File: config.mk
export PLATFORM = sky130hd
export DESIGN_NAME = de_fetch_align
export DESIGN_NICKNAME = d
export VERILOG_FILES = /design/src/rtl/de_fetch_align_pkg.sv /design/src/rtl/de_align_len.sv /design/src/rtl/de_fetch_align.sv
export SDC_FILE = /design/constraint.sdc
export NUM_CORES = 1
export LEC_CHECK = 0
export BUFFER_PORTS_ARGS = -buffer_cell sky130_fd_sc_hd__buf_2
export CAP_MARGIN = 20
export CORE_MARGIN = 2
export CORE_UTILIZATION = 60
export DETAILED_ROUTE_END_ITERATION = 8
export PLACE_DENSITY = 0.85
export SETUP_SLACK_MARGIN = 0.3
export SLEW_MARGIN = 10
export SYNTH_ARGS = -nofsm -noshare
export SYNTH_HDL_FRONTEND = slang
export SYNTH_SLANG_ARGS = --single-unit
File: constraint.sdc
create_clock -name clk_i -period 13.45 [get_ports clk_i]
set_clock_uncertainty 0.15 [all_clocks]
set_input_delay 4.035 -clock clk_i [delete_from_list [all_inputs] [get_ports clk_i]]
set_output_delay 4.035 -clock clk_i [all_outputs]
set_load 0.005 [all_outputs]
File: src/rtl/de_fetch_align_pkg.sv
// Shared constants for the fetch aligner: parcel geometry and instruction size codes.
// Size codes match the encoding of the top two bits of an instruction's first parcel.
package de_fetch_align_pkg;

  localparam int PARCEL_W      = 16;
  localparam int FETCH_PARCELS = 4;

  localparam logic [1:0] ISZ_16 = 2'b00;
  localparam logic [1:0] ISZ_32 = 2'b10;
  localparam logic [1:0] ISZ_64 = 2'b11;

  // Left-justified mask covering the first 'need' parcels of a 64-bit word.
  function automatic logic [63:0] need_mask(input logic [2:0] need);
    logic [63:0] m;
    case (need)
      3'd1:    m = 64'hFFFF_0000_0000_0000;
      3'd2:    m = 64'hFFFF_FFFF_0000_0000;
      default: m = 64'hFFFF_FFFF_FFFF_FFFF;
    endcase
    return m;
  endfunction

endpackage

File: src/rtl/de_align_len.sv
// Length decode of an instruction's first parcel: parcel count and size code.
// Combinational; only the top two bits of the parcel matter.
module de_align_len
  import de_fetch_align_pkg::*;
(
  input  logic [1:0] len_bits_i,
  output logic [2:0] need_o,
  output logic [1:0] size_o
);

  always_comb begin
    need_o = 3'd1;
    size_o = ISZ_16;
    if (len_bits_i == 2'b10) begin
      need_o = 3'd2;
      size_o = ISZ_32;
    end else if (len_bits_i == 2'b11) begin
      need_o = 3'd4;
      size_o = ISZ_64;
    end
  end

endmodule

File: src/rtl/de_fetch_align.sv
// Splits 64-bit fetch words into left-justified 16/32/64-bit instructions; a word accepted at
// edge N shows its first instruction in cycle N+1; fetch stalls while more than 4 parcels wait.
module de_fetch_align
  import de_fetch_align_pkg::*;
#(
  parameter int PC_WIDTH = 64
) (
  input  logic                clk_i,
  input  logic                rst_i,
  input  logic [63:0]         fetch_data_i,
  input  logic                fetch_valid_i,
  output logic                fetch_ready_o,
  input  logic                flush_i,
  input  logic [PC_WIDTH-1:0] flush_pc_i,
  output logic [63:0]         inst_out_o,
  output logic [1:0]          inst_size_o,
  output logic [PC_WIDTH-1:0] inst_pc_o,
  output logic                inst_valid_o,
  input  logic                inst_ready_i
);

  logic [127:0]        buf_q, buf_d, buf_pop;
  logic [3:0]          count_q, count_d, cnt_pop;
  logic [PC_WIDTH-1:0] pc_q, pc_d;
  logic [1:0]          skip_q, skip_d;

  logic [2:0]  need;
  logic [1:0]  size;
  logic [63:0] word_sh;
  logic        out_live, pop, push;

  de_align_len u_len (
    .len_bits_i (buf_q[127:126]),
    .need_o     (need),
    .size_o     (size)
  );

  assign out_live      = (count_q != 4'd0) && !rst_i;
  assign inst_valid_o  = (count_q >= {1'b0, need}) && !flush_i && !rst_i;
  assign inst_out_o    = out_live ? (buf_q[127:64] & need_mask(need)) : 64'd0;
  assign inst_size_o   = out_live ? size : 2'b00;
  assign inst_pc_o     = out_live ? pc_q : '0;
  assign fetch_ready_o = (count_q <= 4'd4) && !flush_i && !rst_i;

  assign pop  = inst_valid_o && inst_ready_i;
  assign push = fetch_valid_i && fetch_ready_o;

  // Parcels already fetched but before the target PC are dropped off the front of the word.
  assign word_sh = fetch_data_i << (7'(skip_q) * 7'(PARCEL_W));

  always_comb begin
    buf_pop = buf_q;
    cnt_pop = count_q;
    pc_d    = pc_q;
    if (pop) begin
      buf_pop = buf_q << (7'(need) * 7'(PARCEL_W));
      cnt_pop = count_q - {1'b0, need};
      pc_d    = pc_q + PC_WIDTH'({need, 1'b0});
    end
    buf_d   = buf_pop;
    count_d = cnt_pop;
    skip_d  = skip_q;
    // Slots past the live count are zero, so appending is a plain OR after the shift.
    if (push) begin
      buf_d   = buf_pop | ({word_sh, 64'd0} >> (8'(cnt_pop) * 8'(PARCEL_W)));
      count_d = cnt_pop + (4'(FETCH_PARCELS) - {2'b00, skip_q});
      skip_d  = 2'b00;
    end
  end

  always_ff @(posedge clk_i) begin
    if (rst_i) begin
      buf_q   <= '0;
      count_q <= '0;
      pc_q    <= '0;
      skip_q  <= '0;
    end else if (flush_i) begin
      buf_q   <= '0;
      count_q <= '0;
      pc_q    <= {flush_pc_i[PC_WIDTH-1:1], 1'b0};
      skip_q  <= flush_pc_i[2:1];
    end else begin
      buf_q   <= buf_d;
      count_q <= count_d;
      pc_q    <= pc_d;
      skip_q  <= skip_d;
    end
  end

endmodule
==> flow_summary.yaml, run 1 <==
floorplan:
  dieArea_um2: 25200
  rows: 56
  core-area_um2: 23500
  start_util_pct: 61.2
  die_x_um: 159
  die_y_um: 159
  ios: 265
grt:
  track_usage_pct: 37.5
  grt_max_degree: 96
  grt_pass1_wl_mm: 77.9
  grt-ovfl-total: 0
  grt_pass1_vias: 14689
  antenna_found_initial: 2
critical_path:
  critPathKind: "input port to output port"
  cp-start-kind: "input port"
  crit_required_ns: 9.26
  path_max_fanout: 57
  arrival_ns: 6.03
  cp-end-kind: "output port"
timing:
  tns_ns: 0
  rsz0062_at_grt: "no"
  fmax_ghz: 0.0979
  worst_pin_slew_ns: 1.13
  hold_violations: 0
  maxSlewHeadroom_pct: 24.7
  timing.final.crit_period_ns: 10.21
  finalSetupViolCount: 0
  finalCritPeriodShare_pct: 75.9
  drv_slew: 0
placement:
  placed_area_um2: 15700
  portBuffers: 262
  place_congestion: 0.980
  dp.final_hpwl_mm: 32.4
  dp.cells: 2358
final_layout:
  nets: 2203
  n_fill_cell: 1986
  layout_commonest_cell: "buf_2"
  layout-drive-gt1-share_pct: 18.7
  final_cells: 2393
  multiInputGateArea_um2: 9710
  syn_to_final_growth_pct: 13.6
  layout_common_cells: "buf_2 (262), nor2_1 (210), dfxtp_1 (193), a21oi_1 (181), nand2_1 (179)"
  design_area_um2: 16400
  regArea_um2: 3950
synthesis:
  synth-xor-area-share_pct: 2.74
  yosys.area_share.simple_pct: 24.6
  ys_warn_count: 0
  syn_area_um2: 14400
  synthMuxAreaShare_pct: 11.6
  synth-seq-cells: 197
  yosysSeqAreaShare_pct: 27.4
  synthCells: 1924
  yosys.area_share.adder_pct: 1.11
  synth_edf_count: 0
  synthArstFlopShare_pct: 0
  ys_types: 76
  synth_compound_area_share_pct: 26.7
  syn-mean-instance-area_um2: 7.48
  synth_top_family_by_area: "compound AO/OA/AOI/OAI gates"
  syn_nets: 2068
  synth_top_flop_cell: "dfxtp_1"
power_and_ir_drop:
  ir_worst_vdd_uv: 81.4
  p_per_area_nw_per_um2: 94.3
  switching_share_pct: 32.7
  intPower_uw: 1040
  finalPower_uw: 1540
  switchingPower_uw: 504
  p_leak_uw: 0.00644
  combPwrFrac_pct: 21.2
  p_seq_share_pct: 41.9
  p_clk_share_pct: 36.9
clock_tree:
  clkLatencyLatePin_ns: 0.45
  post_cts_buffers: 0
  ctsResizeCount: 0
  cts_tree: "yes"
  root_buffer: "clkbuf_16"
  clock_path_buffers: 2
  postCtsHoldBufs: 0
  cts.clk_slew.worst_paths_ns: 0.07
  htree_levels: 4
  clock-sinks: 197
  cts_buffers: 17
routing:
  dr.pass1.iters: 6
  vias_per_cell: 6.67
  drc: 0
  wl_mm: 49.5
  post_drt_wl_per_cell_um: 20.7
  first_iter_violations: 2214
  vias: 15973
  antenna_left: 0
run:
  cap_violations: 0
worst_hold_path:
  min_path_type: "register to register"
status:
  outcome: "finished clean"
==> cells in the mapped netlist (21+ instances only) <==
cell        n  area, µm²
a211oi_1   65        488
nand3_1    46        230
buf_2      21        105
o22ai_1    59        369
mux2i_1   148       1480
xor2_1     22        193
nand4_1    22        138
xnor2_1    23        201
dfxtp_1   197       3940
and2_1     92        576
a221oi_1   36        315
inv_1      31        116
o21ai_0    74        370
nor3_1     32        160
a221o_1    29        290
nand2_1   179        672
o21ai_1    21        105
o211ai_1   54        405
and3_1     55        344
nor2_1    213        800
clkbuf_1  117        439
buf_1      26       97.6
a21oi_1   182        911
==> cell families (layout without fill, tap and decap cells) <==
family | count (synthesis) | in the layout
adder cells (fa/ha/maj) | 11 | 11
AND/OR/NAND/NOR | 714 | 714
multiplexers | 164 | 164
other | 1 | 3
XOR/XNOR | 45 | 45
AO/OA/AOI/OAI | 586 | 586
buffers and inverters | 206 | 354
flip-flops | 197 | 197
==> critical path: stages <==
cell and delay (ns):
buf_2 0.45, buf_4 0.61, nor3_2 0.09, buf_4 0.32
and3_1 0.31, buf_2 0.15
==> worst paths after layout <==
| path | from | end | slack (ns) | depth (start not counted) |
|---|---|---|---|---|
| hold reg to reg | buf_q[5] | buf_q[5] | 0.37 | 2 |
| hold / removal | buf_q[5] | buf_q[5] | 0.37 | 2 |
| setup reg to reg | buf_q[127] | buf_q[114] | 7.14 | 11 |
| setup / recovery | rst_i | inst_out_o[19] | 3.24 | 6 |
==> per-stage QoR <==
stage               setup slack (ns)  utilization, %  hold WS (ns)
floorplan                       3.99               -         0.310
global placement                3.34            66.6         0.331
detailed placement              3.29            66.6         0.349
CTS                             3.30            69.4         0.358
global route                    3.16            69.5         0.388
finish                          3.24            69.5         0.370
==> state kept, by name, summed over array words and instances (netlist names) <==
| name | cells |
|---|---|
| pc_q | 63 |
| buf_q | 128 |
| skip_q | 2 |
| count_q | 4 |
==> power by group through the flow <==
stage,Sequential (µW),Combinational [µW],Clock [µW]
finish,646,327,569
global route,649,350,594
CTS,644,315,568
detailed placement,658,313,0
global placement,656,305,0
floorplan,639,225,0
==> routing by layer <==
layer	GRT usage (%)	vias up	share of wire [%]
met5	0	-	0
met4	20.7	0	5.5
met1	47.8	7290	39
met2	58.2	1116	43
met3	9.22	233	12
li1	-	7334	-
==> area by class of cell <==
| type | count | share of cell area (%) |
|---|---|---|
| Clock inverter | 13 | 1.12 |
| Multi-Input combinational cell | 1521 | 59.4 |
| Clock buffer | 19 | 2.84 |
| Tap cell | 319 | 2.44 |
| Antenna cell | 2 | 0.0306 |
| Inverter | 35 | 0.803 |
| Timing Repair Buffer | 287 | 9.24 |
| Sequential cell | 197 | 24.2 |
No activity file was read; power rests on OpenSTA's default activity.
==> inputs of run 2 (changes only) <==
--- a/config.mk
+++ b/config.mk
@@ -5,12 +5,13 @@
 export SDC_FILE = /design/constraint.sdc
 export NUM_CORES = 1
 export LEC_CHECK = 0
+export ABC_AREA = 1
 export BUFFER_PORTS_ARGS = -buffer_cell sky130_fd_sc_hd__buf_2
 export CAP_MARGIN = 20
 export CORE_MARGIN = 2
-export CORE_UTILIZATION = 60
+export CORE_UTILIZATION = 58
 export DETAILED_ROUTE_END_ITERATION = 8
-export PLACE_DENSITY = 0.85
+export PLACE_DENSITY = 0.82
 export SETUP_SLACK_MARGIN = 0.3
 export SLEW_MARGIN = 10
 export SYNTH_ARGS = -nofsm -noshare
==> constraint.sdc (replaced) <==
create_clock -name clk_i -period 9.9 [get_ports clk_i]
set_clock_uncertainty 0.15 [all_clocks]
set_input_delay 2.97 -clock clk_i [delete_from_list [all_inputs] [get_ports clk_i]]
set_output_delay 2.97 -clock clk_i [all_outputs]
set_load 0.005 [all_outputs]
==> flow_summary.yaml, run 2 <==
status:
  outcome: "finished clean"
clock_tree:
  cts_buffers: 17
  ctsResizeCount: 0
  clock-sinks: 197
  cts_tree: "yes"
  clock_path_buffers: 2
  postCtsHoldBufs: 0
  cts.clk_slew.worst_paths_ns: 0.10
  clkLatencyLatePin_ns: 0.48
  post_cts_buffers: 0
  htree_levels: 4
  root_buffer: "clkbuf_16"
grt:
  grt_max_degree: 199
  antenna_found_initial: 1
  track_usage_pct: 44.1
  grt_pass1_vias: 18381
  grt_pass1_wl_mm: 98.3
  grt-ovfl-total: 0
timing:
  finalCritPeriodShare_pct: 79.7
  hold-worst-slack_ns: 0.322
  drv_slew: 0
  rsz0062_at_grt: "no"
  hold_violations: 0
  tns_ns: 0
  maxSlewHeadroom_pct: 27.7
  worst_pin_slew_ns: 1.07
  finalSetupViolCount: 0
  fmax_ghz: 0.127
  timing.final.crit_period_ns: 7.89
final_layout:
  diodes: 0
  reg_top3: "buf_q: 128 flops, pc_q: 63 flops, count_q: 4 flops"
  syn_to_final_growth_pct: 12.1
  post-route-util_pct: 66.2
  layout-drive-gt1-share_pct: 11.8
  layout_common_cells: "nand2_1 (709), nor2_1 (378), inv_1 (358), nand3_1 (269), buf_2 (262)"
  nets: 3122
  layout_commonest_cell: "nand2_1"
  top_register: "buf_q"
  largest_reg_flops: 128
  design_area_um2: 17800
critical_path:
  crit_required_ns: 6.78
  cp-start-kind: "input port"
  cp-end-kind: "output port"
  path_max_fanout: 76
  critPathKind: "input port to output port"
  arrival_ns: 4.77
floorplan:
  core-area_um2: 26900
  dieArea_um2: 28700
  die_y_um: 169
  start_util_pct: 59.1
  rows: 60
  ios: 265
  die_x_um: 169
synthesis:
  synthArstFlopShare_pct: 0
  post-synth-top-area-cell: "dfxtp_1"
  synth-xor-area-share_pct: 1.93
  yosys.area_share.adder_pct: 1.01
  synth-seq-cells: 197
  synthCells: 2851
  yosys.area_share.simple_pct: 37.7
  yosysSeqAreaShare_pct: 24.8
  synth_top_cells_by_area: "dfxtp_1 (25%), nand2_1 (17%), nor2_1 (8.9%), nand3_1 (8.5%), inv_1 (8.5%)"
  syn_area_um2: 15900
  yosysTopAreaCellShare_pct: 24.8
  synth_common_cells: "nand2_1 (711), nor2_1 (378), inv_1 (358), nand3_1 (269), o21ai_0 (251)"
  syn_nets: 2995
  synth_top_family_by_area: "simple AND/OR/NAND/NOR gates"
  yosysMostFrequentCell: "nand2_1"
  ys_warn_count: 0
  ys_types: 42
  synth_compound_area_share_pct: 20.9
  syn-mean-instance-area_um2: 5.57
  synthMuxAreaShare_pct: 0
  synth_edf_count: 0
  synth_top_flop_cell: "dfxtp_1"
power_and_ir_drop:
  p_per_area_nw_per_um2: 113
  p_leak_uw: 0.00758
  ir_worst_vdd_uv: 110
routing:
  antenna_left: 0
  dr.pass1.iters: 7
  wl_mm: 64.4
  drc: 0
  post_drt_wl_per_cell_um: 19.3
  vias: 20167
  first_iter_violations: 2191
  vias_per_cell: 6.05
placement:
  placed_area_um2: 17100
  place_congestion: 0.995
  portBuffers: 262
  dp.final_hpwl_mm: 43.6
run:
  cap_violations: 0
worst_hold_path:
  min_path_type: "register to register"
[run 2: cell types whose count changed after synthesis, moves of 55 or more]
cell | before | now
nand2_1 | 179 | 711
inv_1 | 31 | 358
a211oi_1 | 65 | 0
mux2i_1 | 148 | 0
and3_1 | 55 | 0
nor2_1 | 213 | 378
o21ai_0 | 74 | 251
and2_1 | 92 | 1
nand3_1 | 46 | 269
[run 2: cell type report]
| class | count | area (µm²) |
|---|---|---|
| clock buffers | 17 | 425 |
| clock inverters | 15 | 220 |
| fillers | 2577 | 9080 |
| inverters | 366 | 1380 |
| multi-input cells | 2103 | 9780 |
| flip-flops and latches | 197 | 3950 |
| well taps | 341 | 427 |
| repair buffers | 293 | 1610 |
[run 2: worst paths after layout]
path | start | to | slack [ns] | depth (start not counted)
worst max-delay path | rst_i | inst_out_o[51] | 2.01 | 6
worst min-delay path | buf_q[6] | buf_q[6] | 0.32 | 2
worst min register to register | buf_q[6] | buf_q[6] | 0.32 | 2
worst max register to register | buf_q[127] | count_q[3] | 5.11 | 19
[run 2: layer usage]
layer	routed length, µm	vias up	part of all wire, %	global-route usage (%)
li1	-	9477	-	-
met1	22900	9044	35	49.9
met2	28700	1316	44	72.4
met5	13	-	0.020	0
met3	6290	328	9.8	7.56
met4	6600	2	10	37.7
[run 2: stage by stage]
step,setup WS (ns),power [µW],cells
2_1_floorplan,2.90,1100,2851
3_3_place_gp,2.10,1210,3296
3_5_place_dp,2.08,1220,3296
4_1_cts,2.08,1980,3328
5_1_grt,2.01,2060,3332
6_report,2.01,2000,3332
[run 2: report_power, final]
part	switching [µW]	total [µW]	internal (µW)
registers	22.2	837	814
logic	269	384	116
clock network	423	783	359
[run 2: logic make-up after synthesis]
family,after synthesis
xor+xnor,35
buf+inv,551
other cells,1
fa+ha+maj,11
flops,197
compound gates,609
simple gates,1447
[run 2: worst max-delay path, cell delays in order]
cell and delay (ns):
buf_2 0.12, a31oi_1 0.48, inv_2 0.19, buf_4 0.38
nor2_1 0.35, buf_2 0.17
